--- config.mk ---
export PLATFORM = sky130hd
export DESIGN_NAME = pf_ddr4_dq_rx_train
export DESIGN_NICKNAME = d
export VERILOG_FILES = /design/src/rtl/pf_ddr4_rx_train_pkg.sv /design/src/rtl/pf_ddr4_rx_pattern_chk.sv /design/src/rtl/pf_ddr4_dq_rx_train.sv
export SDC_FILE = /design/constraint.sdc
export NUM_CORES = 1
export LEC_CHECK = 0
export BUFFER_PORTS_ARGS = -buffer_cell sky130_fd_sc_hd__buf_4
export CORE_MARGIN = 4
export CORE_UTILIZATION = 45
export DETAILED_ROUTE_END_ITERATION = 8
export GPL_TIMING_DRIVEN = 1
export PLACE_DENSITY = 0.71
export SYNTH_ARGS = -nofsm -noshare
export SYNTH_HDL_FRONTEND = slang
export SYNTH_SLANG_ARGS = --single-unit
--- constraint.sdc ---
create_clock -name FAB_CLK -period 10.2 [get_ports FAB_CLK]
set_input_delay 1.02 -clock FAB_CLK [delete_from_list [all_inputs] [get_ports FAB_CLK]]
set_output_delay 1.02 -clock FAB_CLK [all_outputs]
set_load 0.05 [all_outputs]
--- src/rtl/pf_ddr4_rx_train_pkg.sv ---
// Shared state encoding, tap type and default training word for the DDR4 DQ receive trainer.
package pf_ddr4_rx_train_pkg;

  localparam int         TAP_W_DEF         = 7;
  localparam logic [7:0] TRAIN_PATTERN_DEF = 8'h35;

  typedef logic [TAP_W_DEF-1:0] tap_t;

  typedef enum logic [3:0] {
    ST_IDLE,
    ST_LOAD,
    ST_SETTLE,
    ST_CHECK,
    ST_SLIP,
    ST_MOVE,
    ST_CENTER,
    ST_DONE,
    ST_FAIL
  } state_t;

endpackage

--- src/rtl/pf_ddr4_rx_pattern_chk.sv ---
// Consecutive-match detector for the training word: start arms it, then one-cycle pass or fail.
module pf_ddr4_rx_pattern_chk
  import pf_ddr4_rx_train_pkg::*;
#(
  parameter int DATA_W    = 8,
  parameter int MATCH_CNT = 16
) (
  input  logic              fab_clk,
  input  logic              arst_n,
  input  logic              start,
  input  logic [DATA_W-1:0] data,
  input  logic [DATA_W-1:0] pattern,
  output logic              pass,
  output logic              fail
);

  localparam int            CW       = (MATCH_CNT > 1) ? $clog2(MATCH_CNT) : 1;
  localparam logic [CW-1:0] CNT_LOAD = CW'(MATCH_CNT - 1);

  logic          armed;
  logic [CW-1:0] cnt;
  logic [CW-1:0] cnt_cur;

  // start doubles as the first compare cycle, so the count reloads combinationally
  always_comb cnt_cur = start ? CNT_LOAD : cnt;

  always_ff @(posedge fab_clk or negedge arst_n) begin
    if (!arst_n) begin
      armed <= 1'b0;
      cnt   <= '0;
      pass  <= 1'b0;
      fail  <= 1'b0;
    end else begin
      pass <= 1'b0;
      fail <= 1'b0;
      if (start || armed) begin
        if (data != pattern) begin
          fail  <= 1'b1;
          armed <= 1'b0;
        end else if (cnt_cur == '0) begin
          pass  <= 1'b1;
          armed <= 1'b0;
        end else begin
          cnt   <= cnt_cur - CW'(1);
          armed <= 1'b1;
        end
      end
    end
  end

endmodule

--- src/rtl/pf_ddr4_dq_rx_train.sv ---
// DDR4 DQ receive trainer: bit-slip word alignment, delay-line eye sweep, eye centring and capture.
// Define PF_DDR4_RX_EYE_STATS_EN to expose the measured eye edges on EYE_FIRST/EYE_LAST.
module pf_ddr4_dq_rx_train
  import pf_ddr4_rx_train_pkg::*;
#(
  parameter int                DATA_W        = 8,
  parameter int                TAP_W         = TAP_W_DEF,
  parameter int                TAP_MAX       = 127,
  parameter logic [DATA_W-1:0] TRAIN_PATTERN = DATA_W'(TRAIN_PATTERN_DEF),
  parameter int                MATCH_CNT     = 16,
  parameter int                SETTLE_CYC    = 8,
  parameter int                MIN_EYE       = 4
) (
  input  logic              FAB_CLK,
  input  logic              ARST_N,
  input  logic              TRAIN_START,
  input  logic [DATA_W-1:0] RX_DATA_IN,
  input  logic              DELAY_LINE_OUT_OF_RANGE,
  output logic              RX_BIT_SLIP,
  output logic              DELAY_LINE_MOVE,
  output logic              DELAY_LINE_DIRECTION,
  output logic              DELAY_LINE_LOAD,
  output logic              TRAIN_DONE,
  output logic              TRAIN_FAIL,
  output logic [TAP_W-1:0]  TAP_COUNT,
  output logic [TAP_W-1:0]  EYE_FIRST,
  output logic [TAP_W-1:0]  EYE_LAST,
  output logic [DATA_W-1:0] RX_DATA_OUT,
  output logic              RX_VALID
);

  // state  | meaning
  // IDLE   | waiting for TRAIN_START after reset
  // LOAD   | reload tap 0, clear alignment and eye bookkeeping
  // SETTLE | let the IOD settle after slip/move/load, then go to settle_next
  // CHECK  | run the consecutive-match checker on the current tap/slip
  // SLIP   | one bit-slip toward word alignment
  // MOVE   | step the delay line up one tap, or end the sweep at the limit
  // CENTER | reject a narrow eye, else walk down to the eye centre
  // DONE   | trained; forward captured data with RX_VALID
  // FAIL   | training failed; tap held

  localparam int               SW          = $clog2(SETTLE_CYC + 1);
  localparam int               SLW         = (DATA_W > 1) ? $clog2(DATA_W) : 1;
  localparam logic [SW-1:0]    SETTLE_LOAD = SW'(SETTLE_CYC - 1);
  localparam logic [SLW-1:0]   SLIP_LAST   = SLW'(DATA_W - 1);
  localparam logic [TAP_W-1:0] TAP_TOP     = TAP_W'(TAP_MAX);
  localparam logic [TAP_W:0]   MIN_EYE_W   = (TAP_W + 1)'(MIN_EYE);

  state_t             state;
  state_t             settle_next;
  logic [SW-1:0]      settle_cnt;
  logic [SLW-1:0]     slip_cnt;
  logic [TAP_W-1:0]   tap;
  logic [TAP_W-1:0]   eye_first;
  logic [TAP_W-1:0]   eye_last;
  logic               first_found;
  logic               chk_start;
  logic               chk_pass;
  logic               chk_fail;
  logic               rx_bit_slip;
  logic               delay_line_move;
  logic               delay_line_direction;
  logic               delay_line_load;
  logic               train_done;
  logic               train_fail;
  logic               rx_valid;
  logic [DATA_W-1:0]  rx_data_out;
  logic [TAP_W:0]     eye_sum;
  logic [TAP_W:0]     eye_width;
  logic [TAP_W-1:0]   centre_tap;

  always_comb begin
    eye_sum    = {1'b0, eye_first} + {1'b0, eye_last};
    eye_width  = {1'b0, eye_last} - {1'b0, eye_first} + (TAP_W + 1)'(1);
    centre_tap = TAP_W'(eye_sum >> 1);
  end

  pf_ddr4_rx_pattern_chk #(
    .DATA_W    (DATA_W),
    .MATCH_CNT (MATCH_CNT)
  ) u_pattern_chk (
    .fab_clk (FAB_CLK),
    .arst_n  (ARST_N),
    .start   (chk_start),
    .data    (RX_DATA_IN),
    .pattern (TRAIN_PATTERN),
    .pass    (chk_pass),
    .fail    (chk_fail)
  );

  always_ff @(posedge FAB_CLK or negedge ARST_N) begin
    if (!ARST_N) begin
      state                <= ST_IDLE;
      settle_next          <= ST_CHECK;
      settle_cnt           <= '0;
      slip_cnt             <= '0;
      tap                  <= '0;
      eye_first            <= '0;
      eye_last             <= '0;
      first_found          <= 1'b0;
      chk_start            <= 1'b0;
      rx_bit_slip          <= 1'b0;
      delay_line_move      <= 1'b0;
      delay_line_direction <= 1'b0;
      delay_line_load      <= 1'b0;
      train_done           <= 1'b0;
      train_fail           <= 1'b0;
      rx_valid             <= 1'b0;
      rx_data_out          <= '0;
    end else begin
      rx_bit_slip          <= 1'b0;
      delay_line_move      <= 1'b0;
      delay_line_direction <= 1'b0;
      delay_line_load      <= 1'b0;
      chk_start            <= 1'b0;
      rx_data_out          <= '0;
      case (state)
        ST_IDLE: if (TRAIN_START) state <= ST_LOAD;
        ST_LOAD: begin
          delay_line_load <= 1'b1;
          tap             <= '0;
          slip_cnt        <= '0;
          first_found     <= 1'b0;
          eye_first       <= '0;
          eye_last        <= '0;
          train_done      <= 1'b0;
          train_fail      <= 1'b0;
          settle_cnt      <= SETTLE_LOAD;
          settle_next     <= ST_CHECK;
          state           <= ST_SETTLE;
        end
        ST_SETTLE: begin
          if (settle_cnt == '0) begin
            state <= settle_next;
            if (settle_next == ST_CHECK) chk_start <= 1'b1;
            if (settle_next == ST_DONE) begin
              train_done  <= 1'b1;
              rx_valid    <= 1'b1;
              rx_data_out <= RX_DATA_IN;
            end
          end else begin
            settle_cnt <= settle_cnt - SW'(1);
          end
        end
        ST_CHECK: begin
          if (chk_pass) begin
            if (!first_found) begin
              eye_first   <= tap;
              first_found <= 1'b1;
            end
            eye_last <= tap;
            state    <= ST_MOVE;
          end else if (chk_fail) begin
            if (first_found) begin
              state <= ST_CENTER;
            end else if (slip_cnt < SLIP_LAST) begin
              state <= ST_SLIP;
            end else begin
              // all phases tried at this tap: one more slip returns the IOD to its start phase
              rx_bit_slip <= 1'b1;
              slip_cnt    <= '0;
              state       <= ST_MOVE;
            end
          end
        end
        ST_SLIP: begin
          rx_bit_slip <= 1'b1;
          slip_cnt    <= slip_cnt + SLW'(1);
          settle_cnt  <= SETTLE_LOAD;
          settle_next <= ST_CHECK;
          state       <= ST_SETTLE;
        end
        ST_MOVE: begin
          if (tap == TAP_TOP || DELAY_LINE_OUT_OF_RANGE) begin
            if (first_found) begin
              state <= ST_CENTER;
            end else begin
              train_fail <= 1'b1;
              state      <= ST_FAIL;
            end
          end else begin
            delay_line_move      <= 1'b1;
            delay_line_direction <= 1'b1;
            tap                  <= tap + TAP_W'(1);
            settle_cnt           <= SETTLE_LOAD;
            settle_next          <= ST_CHECK;
            state                <= ST_SETTLE;
          end
        end
        ST_CENTER: begin
          if (eye_width < MIN_EYE_W) begin
            train_fail <= 1'b1;
            state      <= ST_FAIL;
          end else if (tap == centre_tap) begin
            settle_cnt  <= SETTLE_LOAD;
            settle_next <= ST_DONE;
            state       <= ST_SETTLE;
          end else if (!delay_line_move) begin
            delay_line_move <= 1'b1;
            tap             <= tap - TAP_W'(1);
          end
        end
        ST_DONE: begin
          if (TRAIN_START) begin
            train_done <= 1'b0;
            rx_valid   <= 1'b0;
            state      <= ST_LOAD;
          end else begin
            rx_data_out <= RX_DATA_IN;
          end
        end
        ST_FAIL: begin
          if (TRAIN_START) begin
            train_fail <= 1'b0;
            state      <= ST_LOAD;
          end
        end
        default: state <= ST_IDLE;
      endcase
    end
  end

  assign RX_BIT_SLIP          = rx_bit_slip;
  assign DELAY_LINE_MOVE      = delay_line_move;
  assign DELAY_LINE_DIRECTION = delay_line_direction;
  assign DELAY_LINE_LOAD      = delay_line_load;
  assign TRAIN_DONE           = train_done;
  assign TRAIN_FAIL           = train_fail;
  assign TAP_COUNT            = tap;
  assign RX_DATA_OUT          = rx_data_out;
  assign RX_VALID             = rx_valid;

`ifdef PF_DDR4_RX_EYE_STATS_EN
  assign EYE_FIRST = eye_first;
  assign EYE_LAST  = eye_last;
`else
  assign EYE_FIRST = '0;
  assign EYE_LAST  = '0;
`endif

endmodule

==> impl_metrics.toml <==
[clock_network]
clock_latency_ns = 0.33
cts_sinks = 57
clk_pin_slew_ns = 0.07
cts-buffers-inserted = 9
post_cts_buffers = 0
cts_resized = 0
cts_hold_buf = 0
htreeDepth = 3
clock-root-buffer = "clkbuf_8"
clk_path_buf_depth = 2
cts_tree = "built"

[yosys]
yosys_warnings = 0
ys_top_cells_by_count = "57 x dfrtp_1, 36 x nand2_1, 31 x o21ai_0"
synth.most_common_cell = "dfrtp_1"
synth_top_area_share = 0.393
synth_ff_type = "dfrtp_1"
seq_area_frac_synth = 0.393
syn_area_um2 = 3630
synth_edf_count = 0
synth_top_area_cell = "dfrtp_1"
postSynth.asyncResetShare = 1.00
synthTopCellsByArea = "dfrtp_1 39%, ha_1 9.3%, o21ai_0 4.3%"
ys_types = 60
synth-seq-cells = 57
syn_avg_cell_area_um2 = 9.40
synthCells = 386

[routing]
drcViolationCount = 0
drt-initial-drc-count = 136
avgViaCountPerCell = 5.35
post_drt_wl_per_cell_um = 14.6
ant_nets = 0
vias = 2815
drt_pre_antenna_iters = 4
routed_wl_mm = 7.67

[cells_and_area]
syn_to_final_growth_pct = 13.7
final_area_um2 = 4130
instances_no_fill = 526
post_route_cells_drive_above_1_share = 0.144
fillers = 722
n_antenna_cell = 0
fin_util = 0.531
nets = 462

[global_routing]
overflow = 0
grt_pass1_vias = 2914
globalRouteTotalUtil = 0.171
grt_first_pass_wirelength_mm = 13.5
antenna_found_initial = 0
grt_max_degree = 58

[sta]
tns_ns = 0
hold_viol = 0
holdWs_ns = 0.479
finalCriticalPeriod_ns = 3.61
max_freq_mhz = 277
setup_slack_ns = 6.59
skew_ns = 0.00655
grt_setup_unrepaired = "no"
slew_violations = 0
setup_viol = 0
post-route-period-util = 0.354
worst_pin_slew_ns = 1.01
relSlewSlack = 0.325

[pwr]
power.net_switching_uw = 336
leakage_nw = 2.00
ir_worst_vdd_mv = 0.114
p_sw_frac = 0.397
seqPwrFrac = 0.364
power.total_uw = 846
power.internal_uw = 510
p_clk_frac = 0.271
p_comb_frac = 0.365
powerDensity_nw_per_um2 = 205

[placement]
dp_cells = 511
placed_area_um2 = 3920
portBuffers = 33
pre_cts_ws_ns = 6.62
place_congestion = 0.791
hpwl_mm = 5.64

[die]
core_area_um2 = 7770
pin_count = 48
rows = 32
die_h_um = 97.8
start_util = 0.467
fp.dieW_um = 97.8
die_area_um2 = 9560

[flow_run]
cap_violations = 0

[run_status]
outcome = "complete, no violations"

[worst_setup_path]
crit_type = "register to register"
endpoint_kind = "register"
crit_chain = "inv_1 > ha_1 > or3b_1 > fa_1 > nor2b_1 > o221ai_1 > a21oi_1 > xor2_1 > and4b_1 > nor4_2 > o21ai_2 > mux2_1"
critPathLaunchType = "register"
required_ns = 10.41
arrival_ns = 3.81
cp_slowest_stage_delay_ns = 0.44
critPathMaxFanout = 7
rrSetupSlack_ns = 6.59
critPathSlowestCell = "and4b_1"

[worst_hold_path]
hold_path_class = "register to register"
## cell usage in the layout, fill, tap and decap left out, drive strengths merged, types with 5 or more instances in the layout
cell and instances:
dfrtp 57, nand2 36, o21ai 35, buf 34
ha 27, a21oi 26, inv 23, nor2 22
nor2b 14, conb 14, nor3 13, clkbuf 12
xnor2 9, nand2b 8, a21o 7, xor2 6
a22o 6, mux2 5
## power by group through the flow
| stage | Sequential, mW | Clock [mW] | Combinational, mW |
|---|---|---|---|
| global placement | 0.312 | 0 | 0.304 |
| finish | 0.308 | 0.229 | 0.309 |
| global route | 0.316 | 0.244 | 0.347 |
| CTS | 0.308 | 0.235 | 0.311 |
| floorplan | 0.323 | 0 | 0.222 |
| detailed placement | 0.312 | 0 | 0.309 |
## kinds of logic (layout without fill, tap and decap cells)
kind of cell             Yosys count  after routing  share of synthesized area
other                              1             14                    0.00103
XOR/XNOR                          15             15                     0.0362
AO/OA/AOI/OAI                    108            108                      0.197
AND/OR/NAND/NOR                  121            121                      0.179
multiplexers                       7              7                     0.0210
adder cells (fa/ha/maj)           30             30                      0.110
buffers and inverters             47             72                     0.0634
flip-flops                        57             57                      0.393
## path summary, 6_finish.rpt
check | startpoint | endpoint | cells past startpoint
max | eye_last[1]$_DFFE_PN0P_ | TAP_COUNT[2]$_DFFE_PN0P_ | 12
min | slip_cnt[2]$_DFFE_PN0P_ | slip_cnt[2]$_DFFE_PN0P_ | 1
max reg2reg | eye_last[1]$_DFFE_PN0P_ | TAP_COUNT[2]$_DFFE_PN0P_ | 12
min reg2reg | slip_cnt[2]$_DFFE_PN0P_ | slip_cnt[2]$_DFFE_PN0P_ | 1
max in group asynchronous | ARST_N | eye_last[4]$_DFFE_PN0P_ | 1
min in group asynchronous | ARST_N | TRAIN_DONE$_DFFE_PN0P_ | 1
## per-layer routing
| layer | vias up | wire length (um) | track usage |
|---|---|---|---|
| li1 | 1409 | - | - |
| met1 | 1335 | 3400 | 0.211 |
| met2 | 59 | 3770 | 0.298 |
| met3 | 12 | 394 | 0.0379 |
| met4 | 0 | 103 | 0.0554 |
| met5 | - | 0 | 0 |
## critical path, delay by kind of cell (launching register included)
| family | cells | cell delay, ns |
|---|---|---|
| fa+ha+maj | 2 | 0.68 |
| simple gates | 4 | 1.13 |
| mux | 1 | 0.36 |
| compound gates | 3 | 0.65 |
| flops | 1 | 0.40 |
| xor+xnor | 1 | 0.15 |
| buf+inv | 1 | 0.12 |
## final cells by class
| type | count | area (um^2) | share of cell area |
|---|---|---|---|
| Tap cell | 102 | 128 | 0.0309 |
| Timing Repair Buffer | 34 | 255 | 0.0619 |
| Sequential cell | 57 | 1430 | 0.346 |
| Clock inverter | 3 | 65.1 | 0.0158 |
| Clock buffer | 12 | 145 | 0.0352 |
| Multi-Input combinational cell | 295 | 2020 | 0.490 |
| Inverter | 23 | 86.3 | 0.0209 |
## flip-flops by register name, indices dropped and copies added (netlist names), 3 cells and up
name and cells:
RX_DATA_OUT 8, TAP_COUNT 7, eye_first 7, eye_last 7, settle_cnt 4, slip_cnt 3, state 4, u_pattern_chk.cnt 4
(Power assumes the default switching activity.)
